$ cat src/rtl/ldpc_decode_sched_if.sv
// Scheduler <-> decoder core link: layer command handshake and hard-decision read port.
// master = scheduler side, slave = check-node core / hard-decision memory side.
interface ldpc_decode_sched_if #(
   parameter int WIDTH    = 16,
   parameter int N_WORDS  = 64,
   parameter int N_LAYERS = 4
);
   logic                        o_layer_start;
   logic [$clog2(N_LAYERS)-1:0] o_layer_idx;
   logic                        i_layer_done;
   logic                        i_parity_ok;
   logic                        o_rd_en;
   logic [$clog2(N_WORDS)-1:0]  o_rd_addr;
   logic [WIDTH-1:0]            i_rd_data;

   modport master (
      output o_layer_start, o_layer_idx, o_rd_en, o_rd_addr,
      input  i_layer_done, i_parity_ok, i_rd_data
   );

   modport slave (
      input  o_layer_start, o_layer_idx, o_rd_en, o_rd_addr,
      output i_layer_done, i_parity_ok, i_rd_data
   );
endinterface

$ cat src/rtl/ldpc_decode_sched.sv
// Frame-level LDPC decode scheduler: load LLRs, sequence layers/iterations, unload hard decisions.
// Define LDPC_EARLY_TERM_EN to stop iterating as soon as one whole iteration passes parity.
module ldpc_decode_sched #(
   parameter int WIDTH    = 16,
   parameter int N_WORDS  = 64,
   parameter int N_LAYERS = 4,
   parameter int MAX_ITER = 8
) (
   input  logic                          i_clock,
   input  logic                          i_reset,
   input  logic [WIDTH-1:0]              i_in_data,
   input  logic                          i_in_valid,
   output logic                          o_llr_wr_en,
   output logic [$clog2(N_WORDS)-1:0]    o_llr_wr_addr,
   output logic [WIDTH-1:0]              o_llr_wr_data,
   ldpc_decode_sched_if.master           core,
   output logic [WIDTH-1:0]              o_out_data,
   output logic                          o_out_valid,
   output logic                          o_frame_done,
   output logic [$clog2(MAX_ITER+1)-1:0] o_iter_count,
   output logic                          o_converged,
   output logic                          o_overflow,
   output logic                          o_busy
);
   localparam int AW = $clog2(N_WORDS);
   localparam int LW = $clog2(N_LAYERS);
   localparam int IW = $clog2(MAX_ITER+1);

   localparam logic [AW-1:0] ADDR_ONE   = AW'(1);
   localparam logic [AW-1:0] ADDR_LAST  = AW'(N_WORDS-1);
   localparam logic [LW-1:0] LAYER_ONE  = LW'(1);
   localparam logic [LW-1:0] LAYER_LAST = LW'(N_LAYERS-1);
   localparam logic [IW-1:0] ITER_ONE   = IW'(1);
   localparam logic [IW-1:0] ITER_LAST  = IW'(MAX_ITER-1);
   localparam logic [AW:0]   RD_ONE     = (AW+1)'(1);
   localparam logic [AW:0]   RD_LAST    = (AW+1)'(N_WORDS-1);
   localparam logic [AW:0]   RD_END     = (AW+1)'(N_WORDS);

   typedef enum logic [2:0] {IDLE, LOAD, LSTART, LWAIT, UNLOAD} state_t;

   state_t          r_state;
   state_t          w_nextState;
   logic [AW-1:0]   r_loadAddr;
   logic [LW-1:0]   r_layer;
   logic            r_allOk;
   logic [IW-1:0]   r_iterCount;
   logic            r_converged;
   logic            r_overflow;
   logic [AW:0]     r_rdCnt;
   logic            r_outValid;
   logic            r_frameDone;
   logic            r_wrEn;
   logic [AW-1:0]   r_wrAddr;
   logic [WIDTH-1:0] r_wrData;

   logic w_accept;
   logic w_layerLast;
   logic w_okSoFar;
   logic w_layerDone;
   logic w_iterEnd;
   logic w_stop;
   logic w_rdActive;

   // Input words are only taken while idle or loading; anything else is a drop.
   always_comb begin
      w_accept    = i_in_valid && (r_state == IDLE || r_state == LOAD);
      w_layerLast = (r_layer == LAYER_LAST);
      w_okSoFar   = r_allOk & core.i_parity_ok;
      w_layerDone = (r_state == LWAIT) && core.i_layer_done;
      w_iterEnd   = w_layerDone && w_layerLast;
      w_rdActive  = (r_state == UNLOAD) && (r_rdCnt != RD_END);
`ifdef LDPC_EARLY_TERM_EN
      w_stop      = w_okSoFar || (r_iterCount == ITER_LAST);
`else
      w_stop      = (r_iterCount == ITER_LAST);
`endif
   end

   always_ff @(posedge i_clock) begin
      if (i_reset) r_state <= IDLE;
      else         r_state <= w_nextState;
   end

   // UNLOAD lingers one cycle past the last read so frame_done can drain before IDLE.
   always_comb begin
      w_nextState = r_state;
      case (r_state)
         IDLE:    if (i_in_valid) w_nextState = LOAD;
         LOAD:    if (i_in_valid && r_loadAddr == ADDR_LAST) w_nextState = LSTART;
         LSTART:  w_nextState = LWAIT;
         LWAIT: begin
            if (w_layerDone) begin
               if (!w_layerLast)  w_nextState = LSTART;
               else if (w_stop)   w_nextState = UNLOAD;
               else               w_nextState = LSTART;
            end
         end
         UNLOAD:  if (r_rdCnt == RD_END) w_nextState = IDLE;
         default: w_nextState = IDLE;
      endcase
   end

   // Datapath counters and registered outputs, all stepped by the current state.
   always_ff @(posedge i_clock) begin
      if (i_reset) begin
         r_loadAddr  <= '0;
         r_layer     <= '0;
         r_allOk     <= 1'b0;
         r_iterCount <= '0;
         r_converged <= 1'b0;
         r_overflow  <= 1'b0;
         r_rdCnt     <= '0;
         r_outValid  <= 1'b0;
         r_frameDone <= 1'b0;
         r_wrEn      <= 1'b0;
         r_wrAddr    <= '0;
         r_wrData    <= '0;
      end else begin
         r_wrEn <= w_accept;
         if (w_accept) r_wrData <= i_in_data;
         if (i_in_valid && !w_accept) r_overflow <= 1'b1;

         if (r_state == IDLE && i_in_valid) begin
            r_wrAddr    <= '0;
            r_loadAddr  <= ADDR_ONE;
            r_iterCount <= '0;
            r_converged <= 1'b0;
         end

         if (r_state == LOAD && i_in_valid) begin
            r_wrAddr <= r_loadAddr;
            if (r_loadAddr == ADDR_LAST) begin
               r_layer <= '0;
               r_allOk <= 1'b1;
            end else begin
               r_loadAddr <= r_loadAddr + ADDR_ONE;
            end
         end

         if (w_layerDone) begin
            if (!w_layerLast) begin
               r_layer <= r_layer + LAYER_ONE;
               r_allOk <= w_okSoFar;
            end else begin
               r_layer <= '0;
               r_allOk <= 1'b1;
            end
         end

         if (w_iterEnd) begin
            r_iterCount <= r_iterCount + ITER_ONE;
            r_converged <= w_okSoFar;
         end

         if (r_state != UNLOAD) r_rdCnt <= '0;
         else if (w_rdActive)   r_rdCnt <= r_rdCnt + RD_ONE;

         r_outValid  <= w_rdActive;
         r_frameDone <= w_rdActive && (r_rdCnt == RD_LAST);
      end
   end

   assign o_llr_wr_en        = r_wrEn;
   assign o_llr_wr_addr      = r_wrAddr;
   assign o_llr_wr_data      = r_wrData;
   assign core.o_layer_start = (r_state == LSTART);
   assign core.o_layer_idx   = r_layer;
   assign core.o_rd_en       = w_rdActive;
   assign core.o_rd_addr     = r_rdCnt[AW-1:0];
   assign o_out_data         = core.i_rd_data;
   assign o_out_valid        = r_outValid;
   assign o_frame_done       = r_frameDone;
   assign o_iter_count       = r_iterCount;
   assign o_converged        = r_converged;
   assign o_overflow         = r_overflow;
   assign o_busy             = (r_state != IDLE);
endmodule
$ cat src/flat_wrapper.sv
// flat-port wrapper written by rule: the top's interface ports become plain ports
module ldpc_decode_sched_flat 
#(
   parameter int WIDTH    = 16,
   parameter int N_WORDS  = 64,
   parameter int N_LAYERS = 4,
   parameter int MAX_ITER = 8
)
  (i_clock, i_reset, i_in_data, i_in_valid, o_llr_wr_en, o_llr_wr_addr, o_llr_wr_data, o_out_data, o_out_valid, o_frame_done, o_iter_count, o_converged, o_overflow, o_busy, core_o_layer_start, core_o_layer_idx, core_o_rd_en, core_o_rd_addr, core_i_layer_done, core_i_parity_ok, core_i_rd_data);
  ldpc_decode_sched_if #(.WIDTH(WIDTH), .N_WORDS(N_WORDS), .N_LAYERS(N_LAYERS)) core_i ();
  input  logic i_clock;
  input  logic i_reset;
  input  logic [WIDTH-1:0] i_in_data;
  input  logic i_in_valid;
  output logic o_llr_wr_en;
  output logic [$clog2(N_WORDS)-1:0] o_llr_wr_addr;
  output logic [WIDTH-1:0] o_llr_wr_data;
  output logic [WIDTH-1:0] o_out_data;
  output logic o_out_valid;
  output logic o_frame_done;
  output logic [$clog2(MAX_ITER+1)-1:0] o_iter_count;
  output logic o_converged;
  output logic o_overflow;
  output logic o_busy;
  output wire logic [$bits(core_i.o_layer_start)-1:0] core_o_layer_start;
  output wire logic [$bits(core_i.o_layer_idx)-1:0] core_o_layer_idx;
  output wire logic [$bits(core_i.o_rd_en)-1:0] core_o_rd_en;
  output wire logic [$bits(core_i.o_rd_addr)-1:0] core_o_rd_addr;
  input wire logic [$bits(core_i.i_layer_done)-1:0] core_i_layer_done;
  input wire logic [$bits(core_i.i_parity_ok)-1:0] core_i_parity_ok;
  input wire logic [$bits(core_i.i_rd_data)-1:0] core_i_rd_data;
  assign core_o_layer_start = core_i.o_layer_start;
  assign core_o_layer_idx = core_i.o_layer_idx;
  assign core_o_rd_en = core_i.o_rd_en;
  assign core_o_rd_addr = core_i.o_rd_addr;
  assign core_i.i_layer_done = core_i_layer_done;
  assign core_i.i_parity_ok = core_i_parity_ok;
  assign core_i.i_rd_data = core_i_rd_data;
  ldpc_decode_sched #(.WIDTH(WIDTH), .N_WORDS(N_WORDS), .N_LAYERS(N_LAYERS), .MAX_ITER(MAX_ITER)) u_core (.i_clock(i_clock), .i_reset(i_reset), .i_in_data(i_in_data), .i_in_valid(i_in_valid), .o_llr_wr_en(o_llr_wr_en), .o_llr_wr_addr(o_llr_wr_addr), .o_llr_wr_data(o_llr_wr_data), .core(core_i), .o_out_data(o_out_data), .o_out_valid(o_out_valid), .o_frame_done(o_frame_done), .o_iter_count(o_iter_count), .o_converged(o_converged), .o_overflow(o_overflow), .o_busy(o_busy));
endmodule
$ cat config.mk
export PLATFORM = sky130hd
export DESIGN_NAME = ldpc_decode_sched_flat
export DESIGN_NICKNAME = d
export VERILOG_FILES = /design/src/rtl/ldpc_decode_sched_if.sv /design/src/rtl/ldpc_decode_sched.sv /design/src/flat_wrapper.sv
export SDC_FILE = /design/constraint.sdc
export NUM_CORES = 1
export LEC_CHECK = 0
export ABC_AREA = 1
export CORE_UTILIZATION = 25
export CTS_BUF_LIST = sky130_fd_sc_hd__clkbuf_4
export DETAILED_ROUTE_END_ITERATION = 8
export PLACE_DENSITY_LB_ADDON = 0.2
export SLEW_MARGIN = 20
export SYNTH_ARGS = -nofsm -noshare
export SYNTH_HDL_FRONTEND = slang
export SYNTH_SLANG_ARGS = --single-unit
$ cat constraint.sdc
create_clock -name i_clock -period 2.2 [get_ports i_clock]
set_input_delay 0.22 -clock i_clock [delete_from_list [all_inputs] [get_ports i_clock]]
set_output_delay 0.22 -clock i_clock [all_outputs]
set_load 0.05 [all_outputs]
Word-level counts from Yosys, hierarchy flattened
Cells that the tools add are included.
Widths: inputs -> output; s select.
{"block": "totals", "register_bits": 50, "out_inout_bits": 58}
{"block": "op_classes", "add_sub_neg": 4, "n_eq_ne": 15, "muxes": 24, "bitwise": 1, "n_reduce_logical": 20}
{"operator": "$mux 6", "count": 5}
{"operator": "$mux 3", "count": 6}
{"operator": "$pmux 3 s5", "count": 1}
{"operator": "$logic_and 1x1->1", "count": 9}
{"operator": "$mux 2", "count": 4}
{"operator": "$mux 4", "count": 2}
{"operator": "$reduce_bool 2->1", "count": 4}
{"operator": "$add 7x1->7 const B", "count": 1}
{"operator": "$eq 7x6->1 const B", "count": 1}
{"operator": "$eq 7x7->1 const B", "count": 1}
{"operator": "$ne 7x7->1 const B", "count": 1}
{"operator": "$add 6x1->6 const B", "count": 1}
{"operator": "$eq 3x2->1 const B", "count": 2}
{"operator": "$eq 6x6->1 const B", "count": 1}
{"operator": "$mux 1", "count": 6}
{"operator": "$ne 2x2->1 const B", "count": 3}
{"operator": "$add 4x1->4 const B", "count": 1}
{"operator": "$eq 4x3->1 const B", "count": 1}
{"operator": "$reduce_and 4->1", "count": 1}
{"operator": "$eq 3x1->1 const B", "count": 1}
{"operator": "$eq 3x3->1 const B", "count": 1}
{"operator": "$logic_not 3->1", "count": 1}
{"operator": "$ne 3x3->1 const B", "count": 1}
{"operator": "$reduce_bool 3->1", "count": 1}
{"operator": "8 further kinds", "count": 8}

Logic depth before layout (Yosys ltp)
Gate-level depths: netlist of run 1.
{"block": "logic_depth", "word_depth": 5, "ltp_mapped": 11, "ltp_nobuf": 10}

Worst setup path before layout of run 1
OpenSTA, ideal clock, no wires.
{"block": "synth_timing", "kind": "flip-flop to flip-flop", "from": "register u_core.r_layer[0] (netlist: u_core.core.o_layer_idx[0])", "to": "register u_core.r_state[1]", "setup_ns": 0.113, "t_arrival_ns": 1.501, "setup_slack_ns": 0.586, "stages_incl_launch_ff": 9, "period_less_slack_ns": 1.614, "path_cell_list": "dfxtp_1 > ha_1 > inv_1 > nor3_1 > nand3_1 > nand2_1 > inv_1 > nor2_1 > nor2_1"}
{"block": "synth_via", "elab_chain_cells": 4}
{"element": "start, declared", "line_no": "ldpc_decode_sched.sv:44", "text": "logic [LW-1:0] r_layer;"}
{"element": "start signal, assigned", "line_no": "ldpc_decode_sched.sv:142", "text": "r_layer <= r_layer + LAYER_ONE;"}
{"element": "$eq 2x2->1", "line_no": "ldpc_decode_sched.sv:67", "text": "w_layerLast = (r_layer == LAYER_LAST);"}
{"element": "$mux 3", "line_no": "ldpc_decode_sched.sv:93", "text": "if (!w_layerLast) w_nextState = LSTART;"}
{"element": "$mux 3", "line_no": "ldpc_decode_sched.sv:92", "text": "if (w_layerDone) begin"}
{"element": "$pmux 3 s5", "line_no": "ldpc_decode_sched.sv:87", "text": "case (r_state)"}
{"element": "end signal, assigned", "line_no": "ldpc_decode_sched.sv:81", "text": "else r_state <= w_nextState;"}
{"element": "end, declared", "line_no": "ldpc_decode_sched.sv:41", "text": "state_t r_state;"}
No other way between the ends. The select of a mux whose other input is x is not followed.
A chain may end at the register's enable or synchronous reset.

Final worst setup path of run 1
{"block": "layout_timing", "from": "register u_core.r_state[0]", "to": "output port o_busy"}
{"block": "layout_via", "elab_chain_cells": 1}
{"element": "$reduce_bool 3->1", "line_no": "ldpc_decode_sched.sv:176", "text": "assign o_busy = (r_state != IDLE);"}
{"element": "end, declared", "line_no": "flat_wrapper.sv:24", "text": "output logic o_busy;"}
No other way between the ends.

==> PnR_summary.wiki, run 1 <==
{| class="wikitable"
! Metric !! Value
|-
| Endpoint required time on the critical path || 1.98 ns
|-
| Top delay family on crit path || buffers and inverters
|-
| Largest family of logic cells by synthesized area || simple AND/OR/NAND/NOR gates
|-
| Worst r2r path cells || 9
|-
| Arithmetic-cell share of the synthesized area counting full adders, half adders and majority gates || 2.68%
|-
| CTS Sinks || 50
|-
| Total via count after detailed routing || 2043
|-
| Peak fanout along the critical path || 7
|-
| Avg Vias per Cell || 4.37
|-
| Min Clock Period, post-route || 2.06 ns
|-
| Relative contribution of the clock network to total power || 14.3%
|-
| Net count of the mapped netlist || 357
|-
| Total buffers and inverters traversed by the critical path || 2
|-
| Post-CTS setup buffer count || 0
|-
| Hold-critical path depth || 0
|-
| Starting density of the core || 26.3%
|-
| Chip width || 98.7 um
|-
| Mean instance size in the synthesized netlist || 7.42 um2
|-
| CP startpoint || u_core.r_state[0]$_SDFFE_PP0P_
|-
| #FFs+latches synth || 50
|-
| Sw Pwr || 1.41 mW
|-
| Slowest cell delay on critical path || 0.80 ns
|-
| H-tree depth || 2
|-
| Setup slack of the worst register-to-register path || 0.56 ns
|-
| Setup Crit Path Kind || register to primary output
|-
| Ports || 95
|-
| Cell with the largest stage delay on the worst path || sky130_fd_sc_hd__clkdlybuf4s50_1
|-
| Share of the yosys chip area belonging to registers || 42.8%
|-
| Xor and xnor area share after synthesis || 1.12%
|-
| Routability congestion estimate from global placement || 0.767
|-
| Source-to-sink clock delay at the later pin of the worst-skew pair || 0.37 ns
|-
| Leak || 1.18 nW
|-
| Category of the worst setup path launch point || register
|-
| Combinational power share || 47.9%
|-
| Input/output buffers || 62
|-
| Aggregate negative setup slack || 0 ns
|-
| Fraction of power spent switching nets || 46.2%
|-
| Largest net degree at the start of global routing || 25
|-
| Clock tree from TritonCTS || built
|-
| Cell count after synthesis || 315
|-
| Kind of path behind the tightest hold check || input port to primary output
|-
| Most common cell after layout, fill and taps aside || sky130_fd_sc_hd__clkdlybuf4s50_1
|-
| Number of resized instances in the post-cts repair step || 0
|-
| Remaining design rule violation count || 0
|-
| Routed Wire Length || 5400 um
|-
| Maximum clock skew at final layout || 0.0123 ns
|-
| Largest cells by area after synthesis || sky130_fd_sc_hd__dfxtp_1 (43%), sky130_fd_sc_hd__nand2_1 (9.1%), sky130_fd_sc_hd__nor2_1 (8.5%)
|-
| Router iterations before antenna repair || 5
|-
| Worst VDD drop || 0.000412 V
|-
| Reg2reg start || u_core.r_rdCnt[0]$_SDFFE_PP0P_
|-
| Post-synthesis cell type with the largest combined area || sky130_fd_sc_hd__dfxtp_1
|-
| Die Span Y || 98.7 um
|-
| Number of stages on the worst setup path || 3
|-
| Critical Path End Type || primary output
|-
| Number of antenna violations at the first check in global routing || 0
|-
| Internal Dissipation || 1.64 mW
|-
| Share of the synthesized area in compound gates (AO/OA/AOI/OAI) || 11.2%
|-
| Post-route setup slack || 0.136 ns
|-
| Pwr per Cell Area || 1020 nW/um2
|-
| Area grow syn2layout || 27.6%
|-
| Hold path start || core_i_rd_data[2]
|-
| Synthesized cell area || 2340 um2
|-
| Share of cells above drive strength 1 || 8.08%
|-
| Status || finished, final reports clean
|-
| Fmax || 0.484 GHz
|-
| CP Cell Sequence || inv_2 -> nand2_1 -> clkdlybuf4s50_1
|-
| Number of hold violations in the final report || 0
|-
| Maximum clock insertion buffer count || 2
|-
| Fraction of the mapped netlist area in simple logic gates || 29.2%
|-
| Hold Path Sink || o_out_data[2]
|-
| Number of buffers created by CTS || 5
|-
| Reg2reg end || u_core.r_rdCnt[3]$_SDFFE_PP0P_
|-
| Fraction of post-synthesis cell area in the top cell type by area || 42.8%
|-
| Max Cap Violations || 0
|-
| Post-Place Setup Slack || 0.457 ns
|-
| Antenna Cells || 0
|-
| Number of hold-repair buffers added at the cts stage || 0
|-
| Tcrit/Tclk final || 93.8%
|-
| Final Slew Violations || 0
|-
| GR Util All Layers || 11.6%
|-
| Global-route wire length before repair || 9090 um
|-
| Full die area || 9740 um2
|-
| Worst Tran Pin Value || 0.519 ns
|-
| Crit path DAT || 1.84 ns
|-
| Reg clk slew, reported paths || 0.15 ns
|-
| Mux share of post-synthesis cell area || 0%
|-
| Leading cell types in the layout, fill and taps excluded || sky130_fd_sc_hd__clkdlybuf4s50_1 (60), sky130_fd_sc_hd__nand2_1 (57), sky130_fd_sc_hd__nor2_1 (53), sky130_fd_sc_hd__dfxtp_1 (50), sky130_fd_sc_hd__a21oi_1 (26)
|-
| Placeable core region || 8890 um2
|-
| Residual overflow from global routing || 0
|-
| Number of distinct library cells after synthesis || 30
|-
| Half-perimeter wire length after placement || 4080 um
|-
| Clock root buffer master || sky130_fd_sc_hd__clkbuf_4
|-
| Final setup fails || 0
|-
| Average wire length per cell after detail routing || 11.6 um
|-
| Total number of placement rows || 34
|-
| Remaining antenna violation count after routing || 0
|-
| Final net count || 400
|-
| Relative slew slack || 65.3%
|-
| Unrepaired setup endpoints after global routing || false
|-
| Total of warnings raised by yosys || 0
|-
| Reg power frac || 37.8%
|-
| Initial DRC count || 53
|-
| Vias in the first global route || 1946
|}
layout make-up:
cell class	instances	area, um2
Inverter	26	97.6
Multi-Input combinational cell	209	1030
Fill cell	950	5910
Tap cell	108	135
Timing Repair Buffer	66	658
Clock buffer	5	37.5
Clock inverter	3	20.0
Sequential cell	50	1000
cell families after synthesis:
logic type / after synthesis
simple gates: 150
buf+inv: 56
compound gates: 51
flops: 50
fa+ha+maj: 5
xor+xnor: 3
per-stage QoR:
step / hold WS (ns) / util, % / power [mW] / std cells / area (um2)
floorplan: 0.365 / - / 2.29 / 315 / 2340
global placement: 0.440 / 32.9 / 2.64 / 459 / 2930
detailed placement: 0.440 / 32.9 / 2.65 / 459 / 2930
CTS: 0.440 / 33.5 / 3.09 / 467 / 2980
global route: 0.440 / 33.5 / 3.26 / 467 / 2980
finish: 0.440 / 33.5 / 3.05 / 467 / 2980
worst max path at each step:
stage                                                 end  slack, ns
after CTS                                          o_busy       0.10
after detailed placement  u_core.r_loadAddr[4]$_SDFF_PP0_       0.46
final                                              o_busy       0.14
after global placement    u_core.r_loadAddr[4]$_SDFF_PP0_       0.53
after global routing                         core_o_rd_en       0.01
after floorplan            u_core.r_state[1]$_SDFFE_PP0P_       0.59
metal layers:
layer	up-vias	track usage, %	part of all wire (%)
met4	0	3.33	1.1
li1	1072	-	-
met1	909	15.0	48
met2	56	19.2	46
met5	-	0	0
met3	6	2.91	5.4
worst reg2reg max path: cells and delay by family, from the launching register on:
family | cells | cell delay, ns
DFF | 1 | 0.43
xor gates and xnor gates | 1 | 0.17
and+or+nand+nor | 5 | 0.66
adders and majority gates | 1 | 0.19
buffers and inverters | 2 | 0.11
registers in the layout, indices dropped and copies added (netlist names), 2 cells and up:
name,cells
u_core.o_llr_wr_addr,6
u_core.o_iter_count,4
u_core.r_state,3
u_core.r_loadAddr,6
u_core.r_rdCnt,7
u_core.core.o_layer_idx,2
u_core.o_llr_wr_data,16
synthesized netlist by cell type (all sizes together):
library cell   n
a211oi         1
a21oi         26
a31oi          1
buf           27
clkbuf         3
dfxtp         50
ha             5
inv           26
nand2         62
nand3         19
nand3b         1
nand4          2
nor2          59
nor3           5
o21a           1
o21ai         22
or2            2
xnor2          1
xor2           2
power groups by stage:
stage | Clock, mW | Sequential [mW] | Combinational, mW
final | 0.435 | 1.15 | 1.46
after global routing | 0.499 | 1.18 | 1.58
after CTS | 0.457 | 1.16 | 1.48
after detailed placement | 0 | 1.18 | 1.47
after global placement | 0 | 1.18 | 1.46
after floorplan | 0 | 1.50 | 0.786
No activity file was read; power rests on OpenSTA's default activity.
==> run 2: changes to the inputs <==
--- a/config.mk
+++ b/config.mk
@@ -9,6 +9,7 @@
 export CORE_UTILIZATION = 25
 export CTS_BUF_LIST = sky130_fd_sc_hd__clkbuf_4
 export DETAILED_ROUTE_END_ITERATION = 8
+export MAX_ROUTING_LAYER = met4
 export PLACE_DENSITY_LB_ADDON = 0.2
 export SLEW_MARGIN = 20
 export SYNTH_ARGS = -nofsm -noshare
==> run 2 against run 1 <==
Critical path depth unchanged. Sequential power about the same. Clock power is essentially flat. Combinational power is essentially flat. Sequential share of layout area stayed put. Fmax is essentially flat. Utilization did not move. Non-clock buffer count stayed put. Worst setup slack barely moved. Wire length decreased by 0.13%. Die area is the same. Critical endpoint unchanged. Largest power group unchanged. Highest routed layer unchanged.
==> PnR_summary.wiki, run 2 (synthesis gave the netlist of run 1 again) <==
{| class="wikitable"
! Metric !! Value
|-
| Die Span Y || 98.7 um
|-
| Maximum clock skew at final layout || 0.0110 ns
|-
| Clock root buffer master || sky130_fd_sc_hd__clkbuf_4
|-
| Internal Dissipation || 1.64 mW
|-
| Placeable core region || 8890 um2
|-
| Most common cell after layout, fill and taps aside || sky130_fd_sc_hd__clkdlybuf4s50_1
|-
| Vias in the first global route || 1949
|-
| Total via count after detailed routing || 2048
|-
| Average wire length per cell after detail routing || 11.6 um
|-
| Reg2reg end || u_core.r_rdCnt[3]$_SDFFE_PP0P_
|-
| Number of hold violations in the final report || 0
|-
| Number of antenna violations at the first check in global routing || 0
|-
| Min Clock Period, post-route || 2.06 ns
|-
| Kind of path behind the tightest hold check || input port to primary output
|-
| Avg Vias per Cell || 4.39
|-
| Full die area || 9740 um2
|-
| Max Cap Violations || 0
|-
| Setup slack of the worst register-to-register path || 0.56 ns
|-
| Starting density of the core || 26.3%
|-
| Combinational power share || 47.9%
|-
| Routed Wire Length || 5390 um
|-
| Number of resized instances in the post-cts repair step || 0
|-
| Fraction of power spent switching nets || 46.2%
|-
| Category of the worst setup path launch point || register
|-
| Leak || 1.18 nW
|-
| Largest net degree at the start of global routing || 25
|-
| Critical Path End Type || primary output
|-
| Router iterations before antenna repair || 4
|-
| Endpoint required time on the critical path || 1.98 ns
|-
| Remaining design rule violation count || 0
|-
| Share of cells above drive strength 1 || 8.08%
|-
| Fmax || 0.484 GHz
|-
| Residual overflow from global routing || 0
|-
| Relative slew slack || 65.3%
|-
| Area grow syn2layout || 27.6%
|-
| Filler Cell Count || 950
|-
| Leading cell types in the layout, fill and taps excluded || sky130_fd_sc_hd__clkdlybuf4s50_1 (60), sky130_fd_sc_hd__nand2_1 (57), sky130_fd_sc_hd__nor2_1 (53), sky130_fd_sc_hd__dfxtp_1 (50), sky130_fd_sc_hd__a21oi_1 (26)
|-
| Reg power frac || 37.8%
|-
| Setup Crit Path Kind || register to primary output
|-
| Crit path DAT || 1.84 ns
|-
| Relative contribution of the clock network to total power || 14.3%
|-
| Post-route setup slack || 0.135 ns
|-
| Peak fanout along the critical path || 7
|-
| Total power after layout || 3.05 mW
|-
| Clock tree from TritonCTS || built
|-
| Input/output buffers || 62
|-
| Worst Tran Pin Value || 0.519 ns
|-
| Flip-flop count of the largest register, all copies and words added || 16
|-
| Post-Place Setup Slack || 0.457 ns
|-
| H-tree depth || 2
|-
| Sw Pwr || 1.41 mW
|-
| CP startpoint || u_core.r_state[0]$_SDFFE_PP0P_
|-
| Aggregate negative setup slack || 0 ns
|-
| Final Slew Violations || 0
|-
| Chip width || 98.7 um
|-
| Hold-critical path depth || 0
|-
| Remaining antenna violation count after routing || 0
|-
| Worst VDD drop || 0.000412 V
|-
| Hold path start || core_i_rd_data[2]
|-
| Initial DRC count || 57
|-
| Status || finished, final reports clean
|-
| Half-perimeter wire length after placement || 4080 um
|-
| Total number of placement rows || 34
|-
| Post-CTS setup buffer count || 0
|-
| GR Util All Layers || 12.0%
|-
| Global-route wire length before repair || 9090 um
|-
| Final setup fails || 0
|-
| Routability congestion estimate from global placement || 0.778
|-
| Ports || 95
|-
| Antenna Cells || 0
|-
| Number of buffers created by CTS || 5
|-
| Hold Path Sink || o_out_data[2]
|-
| Pwr per Cell Area || 1020 nW/um2
|-
| Worst r2r path cells || 9
|-
| Source-to-sink clock delay at the later pin of the worst-skew pair || 0.37 ns
|-
| Unrepaired setup endpoints after global routing || false
|-
| Reg clk slew, reported paths || 0.15 ns
|-
| Final net count || 400
|-
| CTS Sinks || 50
|-
| Maximum clock insertion buffer count || 2
|-
| Number of hold-repair buffers added at the cts stage || 0
|-
| Reg2reg start || u_core.r_rdCnt[0]$_SDFFE_PP0P_
|-
| Tcrit/Tclk final || 93.8%
|}
## run 2: cell counts in the layout (fill, tap and decap cells not counted)
No cell type changed its count.
## run 2: worst max-delay path by stage
stage,endpoint,depth (start not counted)
2_1_floorplan,u_core.r_state[1]$_SDFFE_PP0P_,8
3_3_place_gp,u_core.r_loadAddr[4]$_SDFF_PP0_,6
3_5_place_dp,u_core.r_loadAddr[4]$_SDFF_PP0_,6
4_1_cts,o_busy,3
5_1_grt,core_o_rd_en,8
6_report,o_busy,3
## run 2: per-layer routing
metal / part of all wire, % / up-vias / track usage (%)
met5: 0 / - / -
met4: 1.0 / 0 / 3.33
met3: 5.5 / 6 / 2.91
met2: 46 / 58 / 19.2
met1: 48 / 912 / 15.0
li1: - / 1072 / -
## run 2: worst max-delay path: stages, from the launching register on
cell and delay (ns):
sky130_fd_sc_hd__dfxtp_1 0.42, sky130_fd_sc_hd__inv_2 0.14, sky130_fd_sc_hd__nand2_1 0.11, sky130_fd_sc_hd__clkdlybuf4s50_1 0.80
## run 2: final cells by class
class,count,area (um2),area share [%]
clock buffer,5,37.5,1.26
clock inverter,3,20.0,0.671
inverter,26,97.6,3.27
multi-input combinational,209,1030,34.6
sequential,50,1000,33.6
tap,108,135,4.53
timing repair buffer,66,658,22.1
## run 2: power groups by stage
| stage | registers [mW] | clock network (mW) | logic (mW) |
|---|---|---|---|
| 6_report | 1.15 | 0.436 | 1.46 |
| 5_1_grt | 1.18 | 0.499 | 1.58 |
| 4_1_cts | 1.16 | 0.457 | 1.48 |
| 3_5_place_dp | 1.18 | 0 | 1.47 |
| 3_3_place_gp | 1.18 | 0 | 1.46 |
| 2_1_floorplan | 1.50 | 0 | 0.786 |
## run 2: metrics by stage
stage | instances | utilization (%) | hold WS, ns | area (um2)
after floorplan | 315 | - | 0.365 | 2340
after global routing | 467 | 33.5 | 0.440 | 2980
after detailed placement | 459 | 32.9 | 0.440 | 2930
final | 467 | 33.5 | 0.440 | 2980
after CTS | 467 | 33.5 | 0.440 | 2980
after global placement | 459 | 32.9 | 0.440 | 2930
==> run 3: changes to the inputs <==
--- a/config.mk
+++ b/config.mk
@@ -8,6 +8,7 @@
 export ABC_AREA = 1
 export CORE_UTILIZATION = 25
 export CTS_BUF_LIST = sky130_fd_sc_hd__clkbuf_4
+export CTS_CLUSTER_DIAMETER = 150
 export DETAILED_ROUTE_END_ITERATION = 8
 export MAX_ROUTING_LAYER = met4
 export PLACE_DENSITY_LB_ADDON = 0.2
==> results of run 3 <==
The final DEF is identical to that of run 2; final timing and power are the same.
